===== config.mk =====
export PLATFORM = sky130hd
export DESIGN_NAME = cam_pwr_seq
export DESIGN_NICKNAME = d
export VERILOG_FILES = /design/src/rtl/cam_pwr_seq.sv
export SDC_FILE = /design/constraint.sdc
export NUM_CORES = 1
export LEC_CHECK = 0
export CORE_AREA = 2 2 66 68
export DETAILED_ROUTE_END_ITERATION = 6
export DIE_AREA = 0 0 68 70
export PLACE_DENSITY = 0.62
export SKIP_LAST_GASP = 1
export SLEW_MARGIN = 20
export SYNTH_ARGS = -nofsm -noshare
export SYNTH_HDL_FRONTEND = slang
export SYNTH_SLANG_ARGS = --single-unit

===== constraint.sdc =====
create_clock -name clk -period 2.11 [get_ports clk]
set_input_delay 0.422 -clock clk [delete_from_list [all_inputs] [get_ports clk]]
set_output_delay 0.422 -clock clk [all_outputs]
set_load 0.1 [all_outputs]

===== src/rtl/cam_pwr_seq.sv =====
// rtl/cam_pwr_seq.sv - camera sensor power-up/restart sequencer; optional retry via CAM_SEQ_RETRY_EN
module cam_pwr_seq #(
  parameter int               CNT_W     = 16,
  parameter logic [CNT_W-1:0] T_PWDN    = 16'd1000,
  parameter logic [CNT_W-1:0] T_RST     = 16'd1000,
  parameter logic [CNT_W-1:0] T_SETTLE  = 16'd20000,
  parameter logic [CNT_W-1:0] T_TIMEOUT = 16'hffff,
  parameter logic [1:0]       MAX_RETRY = 2'd2
) (
  input  logic       clk,
  input  logic       rstn,
  input  logic       soft_restart,
  input  logic       cfg_done,
  output logic       cam_pwdn,
  output logic       cam_rst_n,
  output logic       cfg_start,
  output logic       ready,
  output logic       fail,
  output logic [1:0] retry_cnt
);

  typedef enum logic [2:0] {
    S_PWDN, S_RST, S_SETTLE, S_CFG, S_READY, S_FAIL
  } state_t;

  localparam logic [CNT_W-1:0] LAST_PWDN   = T_PWDN - 1'b1;
  localparam logic [CNT_W-1:0] LAST_RST    = T_RST - 1'b1;
  localparam logic [CNT_W-1:0] LAST_SETTLE = T_SETTLE - 1'b1;
  localparam logic [CNT_W-1:0] LAST_TO     = T_TIMEOUT - 1'b1;

  state_t           state, state_nx;
  logic [CNT_W-1:0] cnt;
  logic             cnt_clr;
  logic             done_ok, timeout;
  logic             pwdn_nx, rst_n_nx, start_nx, ready_nx, fail_nx;

  always_comb begin
    state_nx = state;
    // cfg_done on the cfg_start cycle (count 0) belongs to a previous request
    done_ok  = (state == S_CFG) && (cnt != '0) && cfg_done;
    timeout  = (state == S_CFG) && (cnt == LAST_TO);
    case (state)
      S_PWDN:   if (cnt == LAST_PWDN)   state_nx = S_RST;
      S_RST:    if (cnt == LAST_RST)    state_nx = S_SETTLE;
      S_SETTLE: if (cnt == LAST_SETTLE) state_nx = S_CFG;
      S_CFG: begin
        if (done_ok) begin
          state_nx = S_READY;
        end else if (timeout) begin
`ifdef CAM_SEQ_RETRY_EN
          state_nx = (retry_cnt < MAX_RETRY) ? S_PWDN : S_FAIL;
`else
          state_nx = S_FAIL;
`endif
        end
      end
      default:  state_nx = state;
    endcase
    if (soft_restart) state_nx = S_PWDN;

    cnt_clr  = soft_restart || (state_nx != state);
    pwdn_nx  = (state_nx == S_PWDN) || (state_nx == S_FAIL);
    rst_n_nx = (state_nx == S_SETTLE) || (state_nx == S_CFG) || (state_nx == S_READY);
    start_nx = (state_nx == S_CFG) && (state != S_CFG);
    ready_nx = (state_nx == S_READY);
    fail_nx  = (state_nx == S_FAIL);
  end

  always_ff @(posedge clk or negedge rstn) begin
    if (!rstn) begin
      state     <= S_PWDN;
      cnt       <= '0;
      cam_pwdn  <= 1'b1;
      cam_rst_n <= 1'b0;
      cfg_start <= 1'b0;
      ready     <= 1'b0;
      fail      <= 1'b0;
    end else begin
      state     <= state_nx;
      cnt       <= cnt_clr ? '0 : ((&cnt) ? cnt : cnt + 1'b1);
      cam_pwdn  <= pwdn_nx;
      cam_rst_n <= rst_n_nx;
      cfg_start <= start_nx;
      ready     <= ready_nx;
      fail      <= fail_nx;
    end
  end

`ifdef CAM_SEQ_RETRY_EN
  // a CFG->PWDN move without soft_restart can only be a retry
  always_ff @(posedge clk or negedge rstn) begin
    if (!rstn) begin
      retry_cnt <= 2'd0;
    end else if (soft_restart) begin
      retry_cnt <= 2'd0;
    end else if (state == S_CFG && state_nx == S_PWDN) begin
      retry_cnt <= retry_cnt + 2'd1;
    end
  end
`else
  assign retry_cnt = MAX_RETRY & 2'b00;
`endif

endmodule


==> results of run 1 <==
registers in the layout, indices dropped and copies added (netlist names):
| signal | cells |
|---|---|
| cfg_start | 1 |
| ready | 1 |
| fail | 1 |
| cam_rst_n | 1 |
| state | 3 |
| cam_pwdn | 1 |
| cnt | 16 |
layout make-up:
class	count	area, um2	area share (%)
clock buffers	4	45.0	2.81
well taps	52	65.1	4.07
multi-input cells	118	727	45.4
repair buffers	18	143	8.91
flip-flops and latches	24	602	37.6
inverters	5	18.8	1.17
worst max-delay path, cell delays in order, from the launching register on:
cell and delay [ns]:
dfrtp_1 0.42, nor4_1 0.28, nand2_1 0.14, o31ai_4 0.30
o21ai_2 0.11, a2111o_4 0.54, nor2_1 0.14
final timing paths:
path / from / end / depth (start not counted)
min reg2reg: cnt[7] / cnt[7] / 2
max reg2reg: cnt[5] / cnt[10] / 6
max: cnt[5] / cnt[10] / 6
max in group asynchronous: rstn / cam_pwdn / 2
min: rstn / cnt[5] / 2
min in group clk: cnt[7] / cnt[7] / 2
layer usage:
layer	track usage (%)	part of all wire (%)	vias to the layer above
met1	18.1	50	521
met5	0	0	-
met2	19.5	44	23
met4	2.67	0.65	0
met3	3.54	4.7	4
li1	-	-	547
report_power, final:
group          internal, uW  switching, uW
combinational          21.1           48.3
sequential              464           7.16
clock                   135            148
cell usage in the layout (no fill, tap or decap), drive strengths merged:
cell,synthesis,final
a2111o,1,1
a211oi,1,1
a21oi,2,2
a311oi,1,1
and2,1,1
and3,4,4
and4,1,1
buf,5,15
clkbuf,2,4
clkdlybuf4s50,0,3
conb,1,2
dfrtp,23,23
dfstp,1,1
ha,3,3
inv,5,5
mux2i,2,2
nand2,10,10
nand3,8,8
nand4,3,3
nor2,33,33
nor2b,6,6
nor3,6,6
nor3b,2,2
nor4,4,4
nor4bb,1,1
o2111ai,1,1
o211ai,1,1
o21ai,4,4
o21bai,1,1
o2bb2ai,1,1
o31a,1,1
o31ai,1,1
or3,1,1
or4,1,1
xnor2,12,12
xor2,3,3
cell families after synthesis:
kind of cell / Yosys count / share of synthesized area [%]
other cells: 1 / 0.271
buf+inv: 12 / 4.52
mux: 2 / 1.45
flops: 24 / 43.5
simple gates: 81 / 28.3
fa+ha+maj: 3 / 2.72
compound gates: 15 / 9.68
xor+xnor: 15 / 9.50
through the flow:
stage          TNS, ns  hold slack [ns]  worst slack (ns)  instance area, um2  instances
6_report             0            0.510            0.0978                1600        221
4_1_cts              0            0.515            0.0245                1600        221
2_1_floorplan        0            0.126             0.176                1390        154
3_5_place_dp         0            0.578            0.0588                1550        217
5_1_grt         -0.135            0.537           -0.0274                1600        221
3_3_place_gp         0            0.579            0.0829                1550        217
==> out/metrics.cfg, run 1 <==
[routing]
drtAntennaViolNets = 0
routed-via-count = 1095
drc = 0
drt_iter0_drc = 47
routed_wirelength_um = 2770
post_drt_wl_per_cell_um = 12.6
via_per_inst = 4.95
drt_first_pass_iters = 4

[power]
power.total_uw = 824
vdd_drop_max_uv = 357
p_per_area_mw_per_mm2 = 515
cellLeakagePower_uw = 0.000682

[clocking]
htree_levels = 1
postCtsSetupBuffers = 0
cts_root_buffer = clkbuf_8
cts_resized = 0
cts_inserted_buffers = 3
cts_buffer_depth = 2
tritoncts = yes
cts.sinks = 24
clk_pin_slew_ns = 0.09
worstSkewPairLatency_ns = 0.27
cts_hold_buf = 0

[timing]
drv_slew = 0
hold_viol = 0
finalCriticalPeriod_ns = 2.01
min_period_over_period_pct = 95.4
fin_skew_ns = 0.00367
grt_setup_unrepaired = true
setup_viol = 0
max_freq_ghz = 0.497

[die]
die_w_um = 68
die-area_mm2 = 0.00476
fp.coreArea_mm2 = 0.00414
start_util_pct = 33.4
ios = 11
die_h_um = 70
row_count = 24

[yosys]
ys_ff_latch = 24
synth_area_leaders = dfrtp_1 (42%), nor2_1 (9.0%), xnor2_1 (7.6%)
synth.most_common_cell = nor2_1
seq_area_frac_synth_pct = 43.5
syn_inst = 153
yosys.area.top_type_share_pct = 41.6
netlist_top_cells_count = nor2_1 (33), dfrtp_1 (23), xnor2_1 (12), nand2_1 (10), nand3_1 (8)
syn_area_per_cell_um2 = 9.04
synth_top_area_cell = dfrtp_1
synth_cell_types = 38
synthFlopType = dfrtp_1
synth_edf_count = 0
synth.cell_area_mm2 = 0.00138
async_flop_share_pct = 100
synth-warning-count = 0

[finish]
final_nets = 177
fillers = 445
areaGrowthSynthToFinish_pct = 15.7
fin_util_pct = 38.6
drive_above_1_share_pct = 13.6
antennaDiodeCount = 0

[critical_path]
cp.required_ns = 2.31
worst-path-max-fanout = 16
endpoint_kind = flop
startpoint_type = flop
worstPathArrival_ns = 2.21
reg2reg_slack_ns = 0.1
worstSetupPathType = reg2reg

[placement]
gp_congestion = 0.885
portBuffers = 8
dp_hpwl_um = 2030

[flow_run]
max_cap_viol_count = 0

[grt]
grt_max_degree = 25
grtUsageTotal_pct = 12.8
antenna_found_initial = 0
grt_pass1_vias = 1029
grt_pass1_wl_um = 4730
grt-ovfl-total = 0

[min_path]
min_path_type = in2async

[outcome]
outcome = finished clean

No activity file was read; power rests on OpenSTA's default activity.
==> run 2: changes to the inputs <==
--- a/config.mk
+++ b/config.mk
@@ -8,9 +8,9 @@
 export CORE_AREA = 2 2 66 68
 export DETAILED_ROUTE_END_ITERATION = 6
 export DIE_AREA = 0 0 68 70
+export MAX_ROUTING_LAYER = met4
 export PLACE_DENSITY = 0.62
 export SKIP_LAST_GASP = 1
-export SLEW_MARGIN = 20
 export SYNTH_ARGS = -nofsm -noshare
 export SYNTH_HDL_FRONTEND = slang
 export SYNTH_SLANG_ARGS = --single-unit
==> run 2 against run 1 <==
  * Die area did not move
  * Non-clock buffer count is the same
  * Flip-flop and latch count unchanged
  * Maximum frequency hardly changed
  * Power about the same
  * Register-to-register slack barely moved
  * Clock-buffer cell count unchanged
  * Sequential share of layout area did not move
  * Design area unchanged
  * Combinational power is essentially flat
  * Worst hold slack about the same
  * Largest cell class unchanged
==> out/metrics.cfg, run 2 (synthesized netlist as in run 1, its figures left out) <==
[clocking]
clk_pin_slew_ns = 0.09
worstSkewPairLatency_ns = 0.27
cts_inserted_buffers = 3
cts.sinks = 24
cts_buffer_depth = 2
cts_hold_buf = 0
tritoncts = yes
htree_levels = 1
cts_root_buffer = clkbuf_8

[routing]
drtAntennaViolNets = 0
routed_wirelength_um = 2770
drt_iter0_drc = 47
post_drt_wl_per_cell_um = 12.5
routed-via-count = 1094
via_per_inst = 4.95
drt_first_pass_iters = 4
drc = 0

[critical_path]
cp.required_ns = 2.31
startpoint_type = flop
endpoint_kind = flop
worst-path-max-fanout = 16
worstSetupPathType = reg2reg
worstPathArrival_ns = 2.21
reg2regPathDepth = 6

[placement]
dp_hpwl_um = 2030
placedCellCount = 217
dp_slack_ns = 0.0588
portBuffers = 8
gp_congestion = 0.900

[grt]
grtUsageTotal_pct = 13.2
grt_pass1_wl_um = 4740
antenna_found_initial = 0
grt-ovfl-total = 0
grt_max_degree = 25
grt_pass1_vias = 1025

[timing]
fin_skew_ns = 0.00390
drv_slew = 0
grt_setup_unrepaired = true
max_freq_ghz = 0.497
finalCriticalPeriod_ns = 2.01
min_period_over_period_pct = 95.4
fin_ws_ns = 0.0980
hold_viol = 0
setup_viol = 0

[die]
fp.coreArea_mm2 = 0.00414
die-area_mm2 = 0.00476
die_h_um = 70
row_count = 24
die_w_um = 68
ios = 11
start_util_pct = 33.4

[finish]
final_nets = 177
fin_util_pct = 38.6
largest_reg_flops = 16
drive_above_1_share_pct = 13.6
antennaDiodeCount = 0
areaGrowthSynthToFinish_pct = 15.7
layout_commonest_cell = nor2_1
final_cells = 221
reg.largest.list = cnt (16), state (3)
top_register = cnt
final_cell_mix = nor2_1 (33), dfrtp_1 (23), buf_4 (15), xnor2_1 (12), nand2_1 (10)

[power]
power.total_uw = 823
cellLeakagePower_uw = 0.000682
p_per_area_mw_per_mm2 = 515
vdd_drop_max_uv = 357

[outcome]
outcome = finished clean

[flow_run]
max_cap_viol_count = 0

[min_path]
min_path_type = in2async

run 2: layout make-up:
| class | count | area [um2] |
|---|---|---|
| Clock buffer | 4 | 45.0 |
| Fill cell | 445 | 2540 |
| Inverter | 5 | 18.8 |
| Multi-Input combinational cell | 118 | 727 |
| Sequential cell | 24 | 602 |
| Tap cell | 52 | 65.1 |
| Timing Repair Buffer | 18 | 143 |
run 2: what timing repair did:
action | CTS | global route
endpoints found under the setup margin | 0 | 17
buffers inserted | 0 | 0
resized for setup | 0 | 1
run 2: path summary, 6_finish.rpt:
check	slack (ns)	startpoint	end
max in group asynchronous	1.32	rstn	cam_pwdn
setup reg to reg	0.1	cnt[5]	cnt[10]
hold reg to reg	0.60	cnt[7]	cnt[7]
setup / recovery	0.1	cnt[5]	cnt[10]
hold / removal	0.51	rstn	cnt[5]
min in group clk	0.60	cnt[7]	cnt[7]
run 2: metal layers:
layer  vias to the layer above  track usage [%]  wire length [um]
met5                         -                -                 0
met4                         0             2.67                18
met3                         4             3.54               131
met2                        23             19.5              1220
met1                       520             18.1              1400
li1                        547                -                 -
run 2: per-stage QoR:
stage / TNS [ns] / hold slack [ns] / instance area [um2]
after floorplan: 0 / 0.126 / 1390
after global placement: 0 / 0.579 / 1550
after detailed placement: 0 / 0.578 / 1550
after CTS: 0 / 0.515 / 1600
after global routing: -0.135 / 0.537 / 1600
final: 0 / 0.510 / 1600
run 2: worst max-delay path: stages (launching register included):
cell      delay, ns
dfrtp_1        0.42
nor4_1         0.28
nand2_1        0.14
o31ai_4        0.30
o21ai_2        0.11
a2111o_4       0.54
nor2_1         0.14
run 2: power by group:
group / leakage [uW] / switching [uW] / total [uW] / internal, uW
Sequential: 0.000329 / 7.16 / 471 / 464
Combinational: 0.000330 / 48.3 / 69.4 / 21.1
Clock: 0.0000228 / 148 / 283 / 135
Total: 0.000682 / 203 / 823 / 620
==> run 3: changes to the inputs <==
--- a/config.mk
+++ b/config.mk
@@ -9,7 +9,6 @@
 export DETAILED_ROUTE_END_ITERATION = 6
 export DIE_AREA = 0 0 68 70
 export MAX_ROUTING_LAYER = met4
-export PLACE_DENSITY = 0.62
 export SKIP_LAST_GASP = 1
 export SYNTH_ARGS = -nofsm -noshare
 export SYNTH_HDL_FRONTEND = slang
==> run 3 against run 2 <==
  * First-iteration DRC count increased by 110%
  * Sequential power hardly changed
  * Register-to-register slack got worse by 0.02 ns
  * Design area is 0.70% higher
  * Utilization is 0.27 points higher
==> out/metrics.cfg, run 3 (synthesized netlist as in run 1, its figures left out) <==
[power]
internal_power_uw = 623
vdd_drop_max_uv = 357
pwr-share-clk_pct = 33.7
p_sw_share_pct = 24.4
seqPwrFrac_pct = 57.2
pwr-share-comb_pct = 9.1
cellLeakagePower_uw = 0.000673
p_per_area_mw_per_mm2 = 511
power_switching_uw = 201

[critical_path]
endpoint_kind = flop
worstSetupPathType = reg2reg
crit_path_cell_trace = nor3_1 > nand2_2 > o31ai_4 > o21ai_2 > a2111o_4 > nor2_1
critPathSlowestCell = a2111o_4
cp.required_ns = 2.31
worst-path-max-fanout = 8
worstPathArrival_ns = 2.23
reg2regPathDepth = 6
startpoint_type = flop
cpPeakStageDelay_ns = 0.56

[finish]
fin_area_mm2 = 0.00161
reg.largest.list = cnt (16), state (3)
largest_reg_flops = 16
fillers = 434
areaGrowthSynthToFinish_pct = 16.6
antennaDiodeCount = 0
final_nets = 175
drive_above_1_share_pct = 16.8
layout_commonest_cell = nor2_1
top_register = cnt
final_cell_mix = nor2_1 (33), dfrtp_1 (21), xnor2_1 (12), buf_4 (12), nand2_1 (9)

[outcome]
outcome = finished clean

[clocking]
clk_pin_slew_ns = 0.08
cts_buffer_depth = 2
cts.sinks = 24
htree_levels = 1
worstSkewPairLatency_ns = 0.27
cts_inserted_buffers = 3
tritoncts = yes
cts_root_buffer = clkbuf_8

[routing]
drt_first_pass_iters = 4
drc = 0
via_per_inst = 5.19
routed-via-count = 1137
drt_iter0_drc = 99
post_drt_wl_per_cell_um = 14.3
drtAntennaViolNets = 0
routed_wirelength_um = 3130

[die]
ios = 11
die_h_um = 70
die-area_mm2 = 0.00476
die_w_um = 68
fp.coreArea_mm2 = 0.00414
row_count = 24
start_util_pct = 33.4

[timing]
max_freq_ghz = 0.492
setup_viol = 0
fin_ws_ns = 0.0788
drv_slew = 0
fin_skew_ns = 0.00485
finalCriticalPeriod_ns = 2.03
min_period_over_period_pct = 96.3
hold_viol = 0
grt_setup_unrepaired = true

[placement]
dp_slack_ns = 0.0547
dp_hpwl_um = 2140
portBuffers = 8
placed_cell_area_mm2 = 0.00153
gp_congestion = 0.891

[grt]
antenna_found_initial = 0
grtUsageMet1_pct = 18.3
grt-ovfl-total = 0
grt_max_degree = 25
grt_pass1_vias = 1096
grt_pass1_wl_um = 5080
grtUsageTotal_pct = 14.4
globalRouteMet3Util_pct = 3.86
use_met2_pct = 21.9
grt-busiest-layer = met2

[flow_run]
max_cap_viol_count = 0

[min_path]
min_path_type = in2async

run 3: layer usage:
| layer | wire length [um] | vias to the layer above | share of wire [%] |
|---|---|---|---|
| met5 | 0 | - | 0 |
| li1 | - | 552 | - |
| met2 | 1500 | 29 | 48 |
| met4 | 33 | 0 | 1.1 |
| met3 | 172 | 4 | 5.5 |
| met1 | 1420 | 552 | 45 |
run 3: area by class of cell:
class,count,area (um2),share of cell area [%]
clock buffers,4,45.0,2.80
flip-flops and latches,24,604,37.5
well taps,52,65.1,4.04
multi-input cells,119,758,47.0
repair buffers,15,120,7.45
inverters,5,18.8,1.16
run 3: per-stage QoR:
step	instances	hold WS (ns)	total power, uW	TNS, ns	utilization, %
final	219	0.504	824	0	38.9
after floorplan	154	0.126	529	0	-
after global routing	219	0.537	870	-0.351	38.9
after CTS	218	0.510	836	0	38.0
after global placement	214	0.571	550	0	36.9
after detailed placement	214	0.583	552	0	36.9
run 3: power groups by stage:
| stage | clock network, uW | logic, uW | registers, uW |
|---|---|---|---|
| final | 278 | 74.8 | 472 |
| after global routing | 315 | 81.8 | 473 |
| after CTS | 292 | 71.9 | 471 |
| after detailed placement | 0 | 71.2 | 481 |
| after global placement | 0 | 69.9 | 480 |
| after floorplan | 0 | 50.1 | 479 |
run 3: timing repair:
action | in CTS | in global routing
endpoints found under the setup margin | 0 | 20
hold buffers | 0 | 0
setup buffers | 0 | 0
resized for setup | 0 | 9
run 3: final timing paths:
kind | start | endpoint | slack (ns)
worst min register to register | state[2] | cfg_start | 0.60
min in group clk | state[2] | cfg_start | 0.60
worst min-delay path | rstn | cnt[5] | 0.50
max in group asynchronous | rstn | cam_pwdn | 1.32
worst max-delay path | cnt[3] | cnt[1] | 0.08
worst max register to register | cnt[3] | cnt[1] | 0.08
run 3: worst max-delay path: cells and delay by family, from the launching register on:
kind | cells | cell delay, ns
simple gates | 3 | 0.54
compound gates | 3 | 0.99
flops | 1 | 0.43
